## src/rtl/quad_pkg.sv

```systemverilog
// rtl/quad_pkg.sv - quadrature state constants, direction codes and up-sequence helper
package quad_pkg;

    localparam logic [1:0] Q00 = 2'b00;
    localparam logic [1:0] Q10 = 2'b10;
    localparam logic [1:0] Q11 = 2'b11;
    localparam logic [1:0] Q01 = 2'b01;

    localparam logic DIR_UP = 1'b1;
    localparam logic DIR_DN = 1'b0;

    // Successor of a {a,b} state when moving up: 00 -> 10 -> 11 -> 01 -> 00
    function automatic logic [1:0] next_up(input logic [1:0] state);
        logic [1:0] nxt;
        case (state)
            Q00:     nxt = Q10;
            Q10:     nxt = Q11;
            Q11:     nxt = Q01;
            default: nxt = Q00;
        endcase
        return nxt;
    endfunction

endpackage

```

## src/rtl/quad_glitch_filter.sv

```systemverilog
// rtl/quad_glitch_filter.sv - two-flop synchronizer plus consecutive-sample glitch filter for one channel
module quad_glitch_filter
    import quad_pkg::*;
#(
    parameter int FILT = 2
) (
    input  logic clk,
    input  logic rst,
    input  logic din,
    output logic dout,
    output logic stable
);

    localparam logic [3:0] FILT_M1 = 4'(FILT - 1);

    logic       s1;
    logic       s2;
    logic       filt;
    logic [3:0] cnt;
    // s1 holds a real sample only from the second edge after reset; until then
    // the cleared synchronizer must not be mistaken for a settled input.
    logic       primed;

    always_ff @(posedge clk) begin
        if (rst) begin
            s1     <= 1'b0;
            s2     <= 1'b0;
            filt   <= 1'b0;
            cnt    <= 4'd0;
            primed <= 1'b0;
        end else begin
            s1     <= din;
            s2     <= s1;
            primed <= 1'b1;
            if (s2 != filt) begin
                if (cnt == FILT_M1) begin
                    filt <= s2;
                    cnt  <= 4'd0;
                end else begin
                    cnt <= cnt + 4'd1;
                end
            end else begin
                cnt <= 4'd0;
            end
        end
    end

    assign dout   = filt;
    // Nothing in flight anywhere between the pin and filt
    assign stable = primed && (s1 == s2) && (s2 == filt) && (cnt == 4'd0);

endmodule

```

## src/rtl/quad_decoder.sv

```systemverilog
// rtl/quad_decoder.sv - quadrature decoder producing ce/dir steps, illegal-transition err and a wrapping position
module quad_decoder
    import quad_pkg::*;
#(
    parameter int N    = 3,
    parameter int FILT = 2
) (
    input  logic         clk,
    input  logic         rst,
    input  logic         a_in,
    input  logic         b_in,
    input  logic         clr,
    output logic         ce,
    output logic         dir,
    output logic         err,
    output logic [N-1:0] pos
);

    localparam logic [N-1:0] POS_ONE = {{(N-1){1'b0}}, 1'b1};

    logic       filt_a;
    logic       filt_b;
    logic       stable_a;
    logic       stable_b;
    logic       armed;
    logic [1:0] prev;
    logic [1:0] cur;

    quad_glitch_filter #(.FILT(FILT)) u_filt_a (
        .clk    (clk),
        .rst    (rst),
        .din    (a_in),
        .dout   (filt_a),
        .stable (stable_a)
    );

    quad_glitch_filter #(.FILT(FILT)) u_filt_b (
        .clk    (clk),
        .rst    (rst),
        .din    (b_in),
        .dout   (filt_b),
        .stable (stable_b)
    );

    assign cur = {filt_a, filt_b};

    always_ff @(posedge clk) begin
        if (rst) begin
            armed <= 1'b0;
            prev  <= Q00;
            ce    <= 1'b0;
            dir   <= DIR_UP;
            err   <= 1'b0;
            pos   <= '0;
        end else begin
            ce   <= 1'b0;
            err  <= 1'b0;
            // prev always follows the filtered state so arming starts from
            // whatever the encoder is actually sitting at.
            prev <= cur;
            if (!armed) begin
                armed <= stable_a && stable_b;
            end else if (cur != prev) begin
                if (cur == next_up(prev)) begin
                    ce  <= 1'b1;
                    dir <= DIR_UP;
                    pos <= pos + POS_ONE;
                end else if (prev == next_up(cur)) begin
                    ce  <= 1'b1;
                    dir <= DIR_DN;
                    pos <= pos - POS_ONE;
                end else begin
                    err <= 1'b1;
                end
            end
            if (clr) begin
                pos <= '0;
            end
        end
    end

endmodule

```

## config.mk

```make
export PLATFORM = sky130hd
export DESIGN_NAME = quad_decoder
export DESIGN_NICKNAME = d
export VERILOG_FILES = /design/src/rtl/quad_pkg.sv /design/src/rtl/quad_glitch_filter.sv /design/src/rtl/quad_decoder.sv
export SDC_FILE = /design/constraint.sdc
export NUM_CORES = 1
export LEC_CHECK = 0
export CORE_ASPECT_RATIO = 1.4
export CORE_MARGIN = 4
export CORE_UTILIZATION = 40
export DETAILED_ROUTE_END_ITERATION = 10
export HOLD_SLACK_MARGIN = 0.06
export SLEW_MARGIN = 30
export SYNTH_ARGS = -nofsm -noshare
export SYNTH_HDL_FRONTEND = slang
export SYNTH_SLANG_ARGS = --single-unit
```

## constraint.sdc

```tcl
create_clock -name clk -period 4.8 [get_ports clk]
set_input_delay 0.96 -clock clk [delete_from_list [all_inputs] [get_ports clk]]
set_output_delay 0.96 -clock clk [all_outputs]
set_load 0.005 [all_outputs]
```

# == After elaboration in Yosys (flattened, before gate mapping) ==
# Index checks and enable logic that the tools add are counted.
# word_totals
regBits,24
output_inout_bits,6
# op_classes
n_addsub,4
mux,18
eq_ne,15
reduce_logical,20
bitwise,4
# ops
op,count
two-way mux 2 bit,7
one-hot mux 2 bit (3 select lines),2
OR reduction 3 bit,3
adder 4 x 1 -> 4 bit (second input constant),2
equality test 2 bit (second input constant),4
equality test 4 x 1 -> 1 bit (second input constant),2
zero test 4 bit,2
logical AND 1 bit,7
two-way mux 1 bit,7
two-way mux 3 bit,2
equality test 1 bit,4
equality test 2 bit,2
zero test 2 bit,2
inverter 1 bit,4
AND reduction 2 bit,2
OR reduction 4 bit,1
adder 3 x 1 -> 3 bit (second input constant),1
AND reduction 3 bit,1
subtractor 3 x 1 -> 3 bit (second input constant),1
inequality test 1 bit,2
inequality test 2 bit,1
nonzero test 2 bit,1
OR reduction 2 bit,1

# == Depth between registers and ports, before layout ==
# Gate-level depths: netlist of run 1.
# logic_depth
word_depth,13
ltp_mapped,7
depth_no_buf,6

# == By module ==
# From an unflattened synthesis of run 1, not the netlist that was laid out.
# hier_totals
hier_cells,107
area_unflattened_um2,1057.3
# by_module_without_submodules
mod,cells_per_inst,area_each_um2,n_inst
quad_glitch_filter,33,329.1,2
quad_decoder,41,399.1,1

# == Worst setup path after synthesis of run 1 ==
# OpenSTA, ideal clock, no wires.
# synth_timing
path_kind,register -> register
from,"register u_filt_a.filt, in the netlist u_filt_a.dout"
to,register pos[2]
setup_slack_ps,2587
period_less_slack_ps,2213
arrival_ps,2098
setup_time_ps,115
stages_incl_launch_ff,8
path_buffers,1
path_cell_list,dfxtp_1 -> buf_2 -> xor2_1 -> nand2_1 -> fa_1 -> or4_4 -> and3_1 -> o21a_1
# synth_via
elab_chain_cells,9
elab_cells_between_ends,14
cone_classes,eq/ne (5); mux (6); reduce/logical (3)
# synth_rtl
element,line_no,source
"start, declared",quad_glitch_filter.sv:18,logic filt;
"start signal, assigned",quad_glitch_filter.sv:28,filt <= 1'b0;
"start signal, assigned",quad_glitch_filter.sv:37,filt <= s2;
equality test 2 bit / zero test 2 bit (equally long branches),quad_pkg.sv:15,case (state)
one-hot mux 2 bit (3 select lines),quad_pkg.sv:15,
two-way mux 2 bit,quad_decoder.sv:64,if (cur == next_up(prev)) begin
two-way mux 2 bit,quad_decoder.sv:63,end else if (cur != prev) begin
two-way mux 2 bit,quad_decoder.sv:61,if (!armed) begin
two-way mux 2 bit,quad_decoder.sv:48,if (rst) begin
equality test 2 bit,quad_decoder.sv:68,end else if (prev == next_up(cur)) begin
nonzero test 2 bit (no source line),--,
AND reduction 3 bit (no source line),--,
"end signal, assigned",quad_decoder.sv:67,pos <= pos + POS_ONE;
"end signal, assigned",quad_decoder.sv:71,pos <= pos - POS_ONE;
"end, declared",quad_decoder.sv:16,output logic [N-1:0] pos
# Parallel ways exist; a longest one is shown, timed or not. The select of a mux whose other input is x is not followed.
# A chain may end at the register's enable or synchronous reset.

# == Worst setup path after layout of run 1 ==
# Ends and elaborated chain as after synthesis.

==> results of run 1 <==
==> state kept, by name, summed over array words and instances, names as in the netlist <==
signal / cells
armed: 1
ce: 1
dir: 1
err: 1
pos: 3
prev: 2
u_filt_a.cnt: 4
u_filt_a.dout: 1
u_filt_a.primed: 1
u_filt_a.s1: 1
u_filt_a.s2: 1
u_filt_b.cnt: 4
u_filt_b.dout: 1
u_filt_b.s1: 1
u_filt_b.s2: 1
==> cell families after synthesis <==
kind of cell             after synthesis
buffers and inverters                 12
AND/OR/NAND/NOR                       40
XOR/XNOR                              13
multiplexers                           2
adder cells (fa/ha/maj)                7
AO/OA/AOI/OAI                         10
flip-flops                            24
==> report_power, final <==
part | switching, mW | internal [mW] | leakage (nW)
combinational | 0.00762 | 0.00879 | 0.219
sequential | 0.00403 | 0.203 | 0.195
clock | 0.0546 | 0.0293 | 0.0138
==> worst max-delay path by stage <==
| stage | to | slack, ns | depth (start not counted) |
|---|---|---|---|
| floorplan | pos[2]$_SDFFE_PP0P_ | 2.59 | 7 |
| global placement | pos[2]$_SDFFE_PP0P_ | 2.43 | 6 |
| detailed placement | pos[2]$_SDFFE_PP0P_ | 2.41 | 6 |
| CTS | pos[2]$_SDFFE_PP0P_ | 2.38 | 6 |
| global route | pos[2]$_SDFFE_PP0P_ | 2.23 | 6 |
| finish | pos[2]$_SDFFE_PP0P_ | 2.41 | 6 |
==> metal layers <==
| layer | share of wire (%) | routed length, um |
|---|---|---|
| met1 | 42 | 673 |
| met2 | 52 | 832 |
| met3 | 3.7 | 59 |
| met4 | 2.7 | 44 |
| met5 | 0 | 0 |
==> final cells by class <==
type / instances / area, um2
fill: 229 / 1252
multi-input combinational: 72 / 515.5
sequential: 24 / 480.5
timing repair buffer: 10 / 100.1
tap: 34 / 42.54
inverter: 8 / 30.03
clock buffer: 3 / 22.52
==> worst register-to-register path, cell delays in order, from the launching register on <==
cell                      delay, ns
sky130_fd_sc_hd__dfxtp_1       0.52
sky130_fd_sc_hd__xor2_1        0.39
sky130_fd_sc_hd__nand2_1       0.13
sky130_fd_sc_hd__fa_1          0.40
sky130_fd_sc_hd__or4_4         0.52
sky130_fd_sc_hd__and3_1        0.18
sky130_fd_sc_hd__o21a_1        0.17
==> cell usage after synthesis, types with 2 or more instances <==
library cell,number,share of area (%)
sky130_fd_sc_hd__a21oi_1,3,1.4
sky130_fd_sc_hd__buf_2,2,0.95
sky130_fd_sc_hd__dfxtp_1,24,46
sky130_fd_sc_hd__ha_1,6,7.1
sky130_fd_sc_hd__inv_1,7,2.5
sky130_fd_sc_hd__mux2i_1,2,1.9
sky130_fd_sc_hd__nand2_1,4,1.4
sky130_fd_sc_hd__nand3_1,5,2.4
sky130_fd_sc_hd__nand4_1,2,1.2
sky130_fd_sc_hd__nor2_1,12,4.3
sky130_fd_sc_hd__nor2b_1,5,3.0
sky130_fd_sc_hd__nor3b_1,2,1.4
sky130_fd_sc_hd__o21a_1,2,1.4
sky130_fd_sc_hd__o21ai_1,2,0.95
sky130_fd_sc_hd__or3_1,4,2.4
sky130_fd_sc_hd__xnor2_1,9,7.5
sky130_fd_sc_hd__xor2_1,3,2.5
==> through the flow <==
stage	util, %	cell area, um2	hold slack [ns]	setup slack (ns)
finish	48.75	1191	0.4830	2.407
global route	48.75	1191	0.5022	2.235
CTS	48.75	1191	0.4882	2.384
detailed placement	47.82	1169	0.4705	2.406
global placement	47.82	1169	0.4687	2.432
floorplan	-	1051	0.4446	2.587
==> flow_summary_export.csv, run 1 <==
group,metric,value,unit
status,status,"finished clean",
logic_synthesis,synth-main-ff-cell,"sky130_fd_sc_hd__dfxtp_1",
placement,gp_congestion,0.7315,
global_routing,grt_pass1_wl,2.884,mm
worst_hold_path,min_delay_path_depth,1,
placement,dp_hpwl,1.267,mm
worst_setup_path,cp_slowest_cell,"sky130_fd_sc_hd__dfxtp_1",
worst_hold_path,startpoint_of_the_worst_hold_path,"u_filt_a.s1$_SDFF_PP0_",
timing,maxSlewHeadroom,71.85,%
worst_setup_path,critical_path.reg2reg.startpoint,"u_filt_a.dout$_SDFFE_PP0P_",
floorplanning,start_util,43.01,%
worst_setup_path,worstPathArrival,2.61,ns
global_routing,busiest_layer,"met2",
global_routing,grt_antenna_before_repair,0,
timing,layout_min_cycle_time,2.393,ns
logic_synthesis,yosys_warnings,0,
worst_setup_path,classification_of_the_worst_setup_path,"reg -> reg",
detailed_routing,drc,0,
floorplanning,coreArea,2444,um2
detailed_routing,average_wire_per_cell_in_the_routed_design,10.66,um
timing,setup_violations,0,
worst_setup_path,critical_path_rt,5.02,ns
cells_and_area,fraction_of_final_layout_cells_with_drive_strength_greater_than_1,5.983,%
logic_synthesis,synth_area,1051,um2
floorplanning,fp.dieH,68.65,um
timing,rsz0062_at_grt,"no",
worst_setup_path,cpLargestDelayFamily,"simple AND/OR/NAND/NOR gates",
logic_synthesis,postSynth.asyncResetShare,0,%
clock_network,post-cts-setup-buffers,0,
cells_and_area,finalNetCount,131,
timing,tightest_slew,0.4209,ns
worst_hold_path,hold_path_end,"u_filt_a.s2$_SDFF_PP0_",
worst_setup_path,origin_of_the_worst_setup_path,"u_filt_a.dout$_SDFFE_PP0P_",
global_routing,globalRouteMet3Util,2.366,%
logic_synthesis,synthesized_nets,120,
pwr,power_leakage,0.4277,nW
logic_synthesis,synth_top_family_by_area,"simple AND/OR/NAND/NOR gates",
placement,buffer_ports.inserted,10,
cells_and_area,layout.cells.most_common_list,"sky130_fd_sc_hd__dfxtp_1, sky130_fd_sc_hd__nor2_1, sky130_fd_sc_hd__clkdlybuf4s50_1, sky130_fd_sc_hd__xnor2_1, sky130_fd_sc_hd__inv_1",
logic_synthesis,synth-xor-area-share,11.55,%
detailed_routing,vias,729,
logic_synthesis,syn_area_per_cell,9.732,um2
logic_synthesis,synth.mux.area_fraction,1.905,%
detailed_routing,viasPerCell,4.828,
timing,maxSlewViolCount,0,
timing,hold_viol_final,0,
clock_network,numCtsBuffers,3,
worst_setup_path,critical_path.max_fanout,8,
logic_synthesis,yosysUniqueCellTypes,31,
timing,clock-skew-final,0.002789,ns
cells_and_area,antennaDiodeCount,0,
timing,setup_total_negative_slack,0,ns
global_routing,vias_in_the_first_global_route,695,
clock_network,cts_htree_levels,1,
logic_synthesis,synthSimpleGateAreaFrac,20.48,%
cells_and_area,final_common_cell,"sky130_fd_sc_hd__dfxtp_1",
timing,fmaxAchievable,0.4178,GHz
logic_synthesis,yosys.area_share.adder,9.048,%
pwr,power,0.3071,mW
detailed_routing,drt.antenna.violating_nets,0,
timing,period_utilisation_layout,49.86,%
worst_setup_path,cp_cell_sequence,"xor2_1, nand2_1, fa_1, or4_4, and3_1, o21a_1",
global_routing,maximum_number_of_pins_on_one_net_before_global_route_repair,13,
global_routing,global_routing_usage_on_met2,19.84,%
floorplanning,pin_count,11,
floorplanning,dieArea,3523,um2
worst_setup_path,cp.buffers_inverters,0,
global_routing,total_gr_overflow,0,
pwr,pwr_density_cell,257.9,nW/um2
worst_setup_path,start_kind,"register",
logic_synthesis,synth.yosys.seq_area_share,45.71,%
clock_network,root_buffer,"sky130_fd_sc_hd__clkbuf_4",
logic_synthesis,postSynthCellCount,108,
cells_and_area,area_grow_syn2layout,13.33,%
worst_setup_path,reg2reg_to,"pos[2]$_SDFFE_PP0P_",
logic_synthesis,number_of_enable_flip_flop_cells_after_synthesis,0,
worst_setup_path,worst-r2r-setup-slack,2.41,ns
detailed_routing,drt_iter0_drc,3,
worst_hold_path,min_path_type,"reg -> reg",
pwr,peakVddDrop,148.9,uV
worst_setup_path,reg2reg_depth,6,
global_routing,globalRouteTotalUtil,10.86,%
floorplanning,die_width,51.32,um
clock_network,clock_latency,0.31,ns
worst_setup_path,setup.worst_path.end_class,"register",
clock_network,cts.sinks,24,
logic_synthesis,synth_compound_gate_area_share,6.071,%
job,maxCapViolCount,0,
logic_synthesis,synth_seq_cells,24,
clock_network,hold_bufs_at_cts,0,
detailed_routing,drt_pass_1_iters,3,
clock_network,tritoncts,"done",
placement,dp_cells,148,
worst_setup_path,cpPeakStageDelay,0.52,ns
global_routing,globalRouteMet1Util,11.19,%
clock_network,post_cts_resize_count,0,
clock_network,clkSlewWorstSetupHoldPaths,0.12,ns
floorplanning,row_count,21,
detailed_routing,finalWirelength,1.609,mm
cells_and_area,number_of_cells_in_the_finished_layout_apart_from_fillers,151,
clock_network,max-clock-path-buffers,2,
(Power assumes the default switching activity.)
==> run 2, diff against run 1 <==
==> constraint.sdc (replaced) <==
create_clock -name clk -period 2.46 [get_ports clk]
set_input_delay 0.492 -clock clk [delete_from_list [all_inputs] [get_ports clk]]
set_output_delay 0.492 -clock clk [all_outputs]
set_load 0.005 [all_outputs]
==> run 2 against run 1 <==
Final area increased by 0.63%. Sequential share of layout area decreased by 0.25 points. Final cell count grew 0.66%. Combinational power increased by 100%. Hold slack better by 0.0098 ns. Clock-buffer cell count did not move. Largest power group unchanged. Worst setup slack got worse by 2.2 ns.
==> flow_summary_export.csv, run 2 (synthesized netlist as in run 1, its figures left out) <==
group,metric,value,unit
status,status,"finished clean",
detailed_routing,finalWirelength,1.659,mm
worst_setup_path,classification_of_the_worst_setup_path,"reg -> reg",
clock_network,max-clock-path-buffers,2,
global_routing,grt_antenna_before_repair,0,
timing,maxSlewHeadroom,68.94,%
detailed_routing,drt_iter0_drc,13,
worst_setup_path,critical_path.reg2reg.startpoint,"u_filt_b.dout$_SDFFE_PP0P_",
detailed_routing,drt_pass_1_iters,4,
clock_network,cts_htree_levels,1,
worst_setup_path,critical_path.max_fanout,7,
worst_setup_path,cp_slowest_cell,"sky130_fd_sc_hd__or4_4",
timing,period_utilisation_layout,91.85,%
clock_network,root_buffer,"sky130_fd_sc_hd__clkbuf_4",
worst_setup_path,start_kind,"register",
placement,gp_congestion,0.7135,
clock_network,hold_bufs_at_cts,0,
worst_setup_path,worstPathArrival,2.48,ns
floorplanning,fp.dieH,68.65,um
worst_hold_path,min_path_type,"reg -> reg",
timing,post-route-worst-setup-slack,0.2004,ns
global_routing,globalRouteTotalUtil,11.59,%
job,maxCapViolCount,0,
timing,tightest_slew,0.4645,ns
detailed_routing,drc,0,
detailed_routing,average_wire_per_cell_in_the_routed_design,10.91,um
timing,maxSlewViolCount,0,
global_routing,grt_pass1_wl,3.001,mm
timing,rsz0062_at_grt,"no",
detailed_routing,drt.antenna.violating_nets,0,
pwr,internal_power,0.4703,mW
pwr,pwr_density_cell,503.9,nW/um2
worst_setup_path,cp.buffers_inverters,0,
clock_network,post-cts-setup-buffers,0,
pwr,power.clock.fraction,27.7,%
cells_and_area,area_grow_syn2layout,14.05,%
pwr,share_comb_of_total_power,5.4,%
global_routing,total_gr_overflow,0,
worst_hold_path,hold_path_end,"u_filt_a.s2$_SDFF_PP0_",
clock_network,post_cts_resize_count,0,
floorplanning,row_count,21,
timing,fmaxAchievable,0.4426,GHz
clock_network,tritoncts,"done",
worst_setup_path,setup.worst_path.end_class,"register",
clock_network,cts.sinks,24,
cells_and_area,finalNetCount,132,
detailed_routing,vias,707,
floorplanning,dieArea,3523,um2
cells_and_area,fraction_of_final_layout_cells_with_drive_strength_greater_than_1,6.780,%
timing,clock-skew-final,0.01391,ns
cells_and_area,layout.cells.most_common_list,"sky130_fd_sc_hd__dfxtp_1, sky130_fd_sc_hd__nor2_1, sky130_fd_sc_hd__clkdlybuf4s50_1, sky130_fd_sc_hd__xnor2_1, sky130_fd_sc_hd__inv_1",
placement,buffer_ports.inserted,10,
worst_setup_path,critical_path_rt,2.68,ns
clock_network,numCtsBuffers,3,
timing,setup_violations,0,
floorplanning,coreArea,2444,um2
placement,dp_cells,149,
worst_setup_path,worst-r2r-setup-slack,0.20,ns
cells_and_area,antennaDiodeCount,0,
pwr,seqPwrFrac,66.8,%
pwr,peakVddDrop,297.3,uV
floorplanning,pin_count,11,
global_routing,vias_in_the_first_global_route,715,
worst_setup_path,cpLargestDelayFamily,"simple AND/OR/NAND/NOR gates",
floorplanning,die_width,51.32,um
worst_hold_path,startpoint_of_the_worst_hold_path,"u_filt_a.s1$_SDFF_PP0_",
cells_and_area,number_of_cells_in_the_finished_layout_apart_from_fillers,152,
pwr,power_leakage,0.4331,nW
worst_setup_path,reg2reg_depth,6,
worst_setup_path,cpPeakStageDelay,0.52,ns
worst_hold_path,min_delay_path_depth,1,
timing,layout_min_cycle_time,2.260,ns
worst_setup_path,reg2reg_to,"pos[2]$_SDFFE_PP0P_",
pwr,power_switching_share,22.14,%
timing,hold_viol_final,0,
floorplanning,start_util,43.01,%
placement,preCtsSetupSlack,0.2247,ns
timing,setup_total_negative_slack,0,ns
cells_and_area,final_common_cell,"sky130_fd_sc_hd__dfxtp_1",
placement,dp_hpwl,1.296,mm
clock_network,clock_latency,0.31,ns
cells_and_area,reg.largest.list,"u_filt_a.cnt (4), u_filt_b.cnt (4), pos (3)",
pwr,total_net_switching_power,0.1338,mW
timing,holdWs,0.4928,ns
global_routing,maximum_number_of_pins_on_one_net_before_global_route_repair,13,
clock_network,clkSlewWorstSetupHoldPaths,0.13,ns
worst_setup_path,cp_cell_sequence,"xnor2_2, nand2_1, fa_1, or4_4, and3_1, o21a_1",
cells_and_area,fillCellCount,250,
detailed_routing,viasPerCell,4.651,
-- run 2: how the worst max path moves through the flow --
stage / cells after the start / startpoint / slack [ns] / end
finish: 6 / u_filt_b.dout$_SDFFE_PP0P_ / 0.20 / pos[2]$_SDFFE_PP0P_
detailed placement: 6 / u_filt_b.dout$_SDFFE_PP0P_ / 0.22 / pos[2]$_SDFFE_PP0P_
global route: 6 / u_filt_b.dout$_SDFFE_PP0P_ / 0.02 / pos[2]$_SDFFE_PP0P_
CTS: 6 / u_filt_b.dout$_SDFFE_PP0P_ / 0.20 / pos[2]$_SDFFE_PP0P_
global placement: 6 / u_filt_b.dout$_SDFFE_PP0P_ / 0.29 / pos[2]$_SDFFE_PP0P_
floorplan: 7 / u_filt_a.dout$_SDFFE_PP0P_ / 0.25 / pos[2]$_SDFFE_PP0P_
-- run 2: final cells by class --
type	count	area (um2)	area share (%)
Multi-Input combinational cell	72	515.5	43.01
Inverter	8	30.03	2.505
Tap cell	34	42.54	3.549
Timing Repair Buffer	11	107.6	8.977
Clock buffer	3	22.52	1.879
Sequential cell	24	480.5	40.08
-- run 2: layer usage --
metal / vias up / global-route usage [%] / wire (um) / part of all wire (%)
li1: 376 / - / - / -
met1: 322 / 12.65 / 746 / 45
met2: 7 / 20.97 / 852 / 51
met3: 2 / 1.935 / 45 / 2.7
met4: 0 / 6.885 / 15 / 0.90
met5: - / 0 / 0 / 0
-- run 2: through the flow --
step / power [mW] / cell area, um2 / utilization (%)
2_1_floorplan: 0.4334 / 1051 / -
3_3_place_gp: 0.4449 / 1176 / 48.13
3_5_place_dp: 0.4457 / 1176 / 48.13
4_1_cts: 0.6141 / 1199 / 49.05
5_1_grt: 0.6339 / 1199 / 49.05
6_report: 0.6040 / 1199 / 49.05
-- run 2: power groups by stage --
stage                     Clock, mW  Sequential [mW]  Combinational (mW)
after floorplan                   0            0.408              0.0254
after global placement            0            0.412              0.0326
after detailed placement          0            0.413              0.0332
after CTS                     0.177            0.404              0.0335
after global routing          0.191            0.405              0.0373
final                         0.168            0.404              0.0328
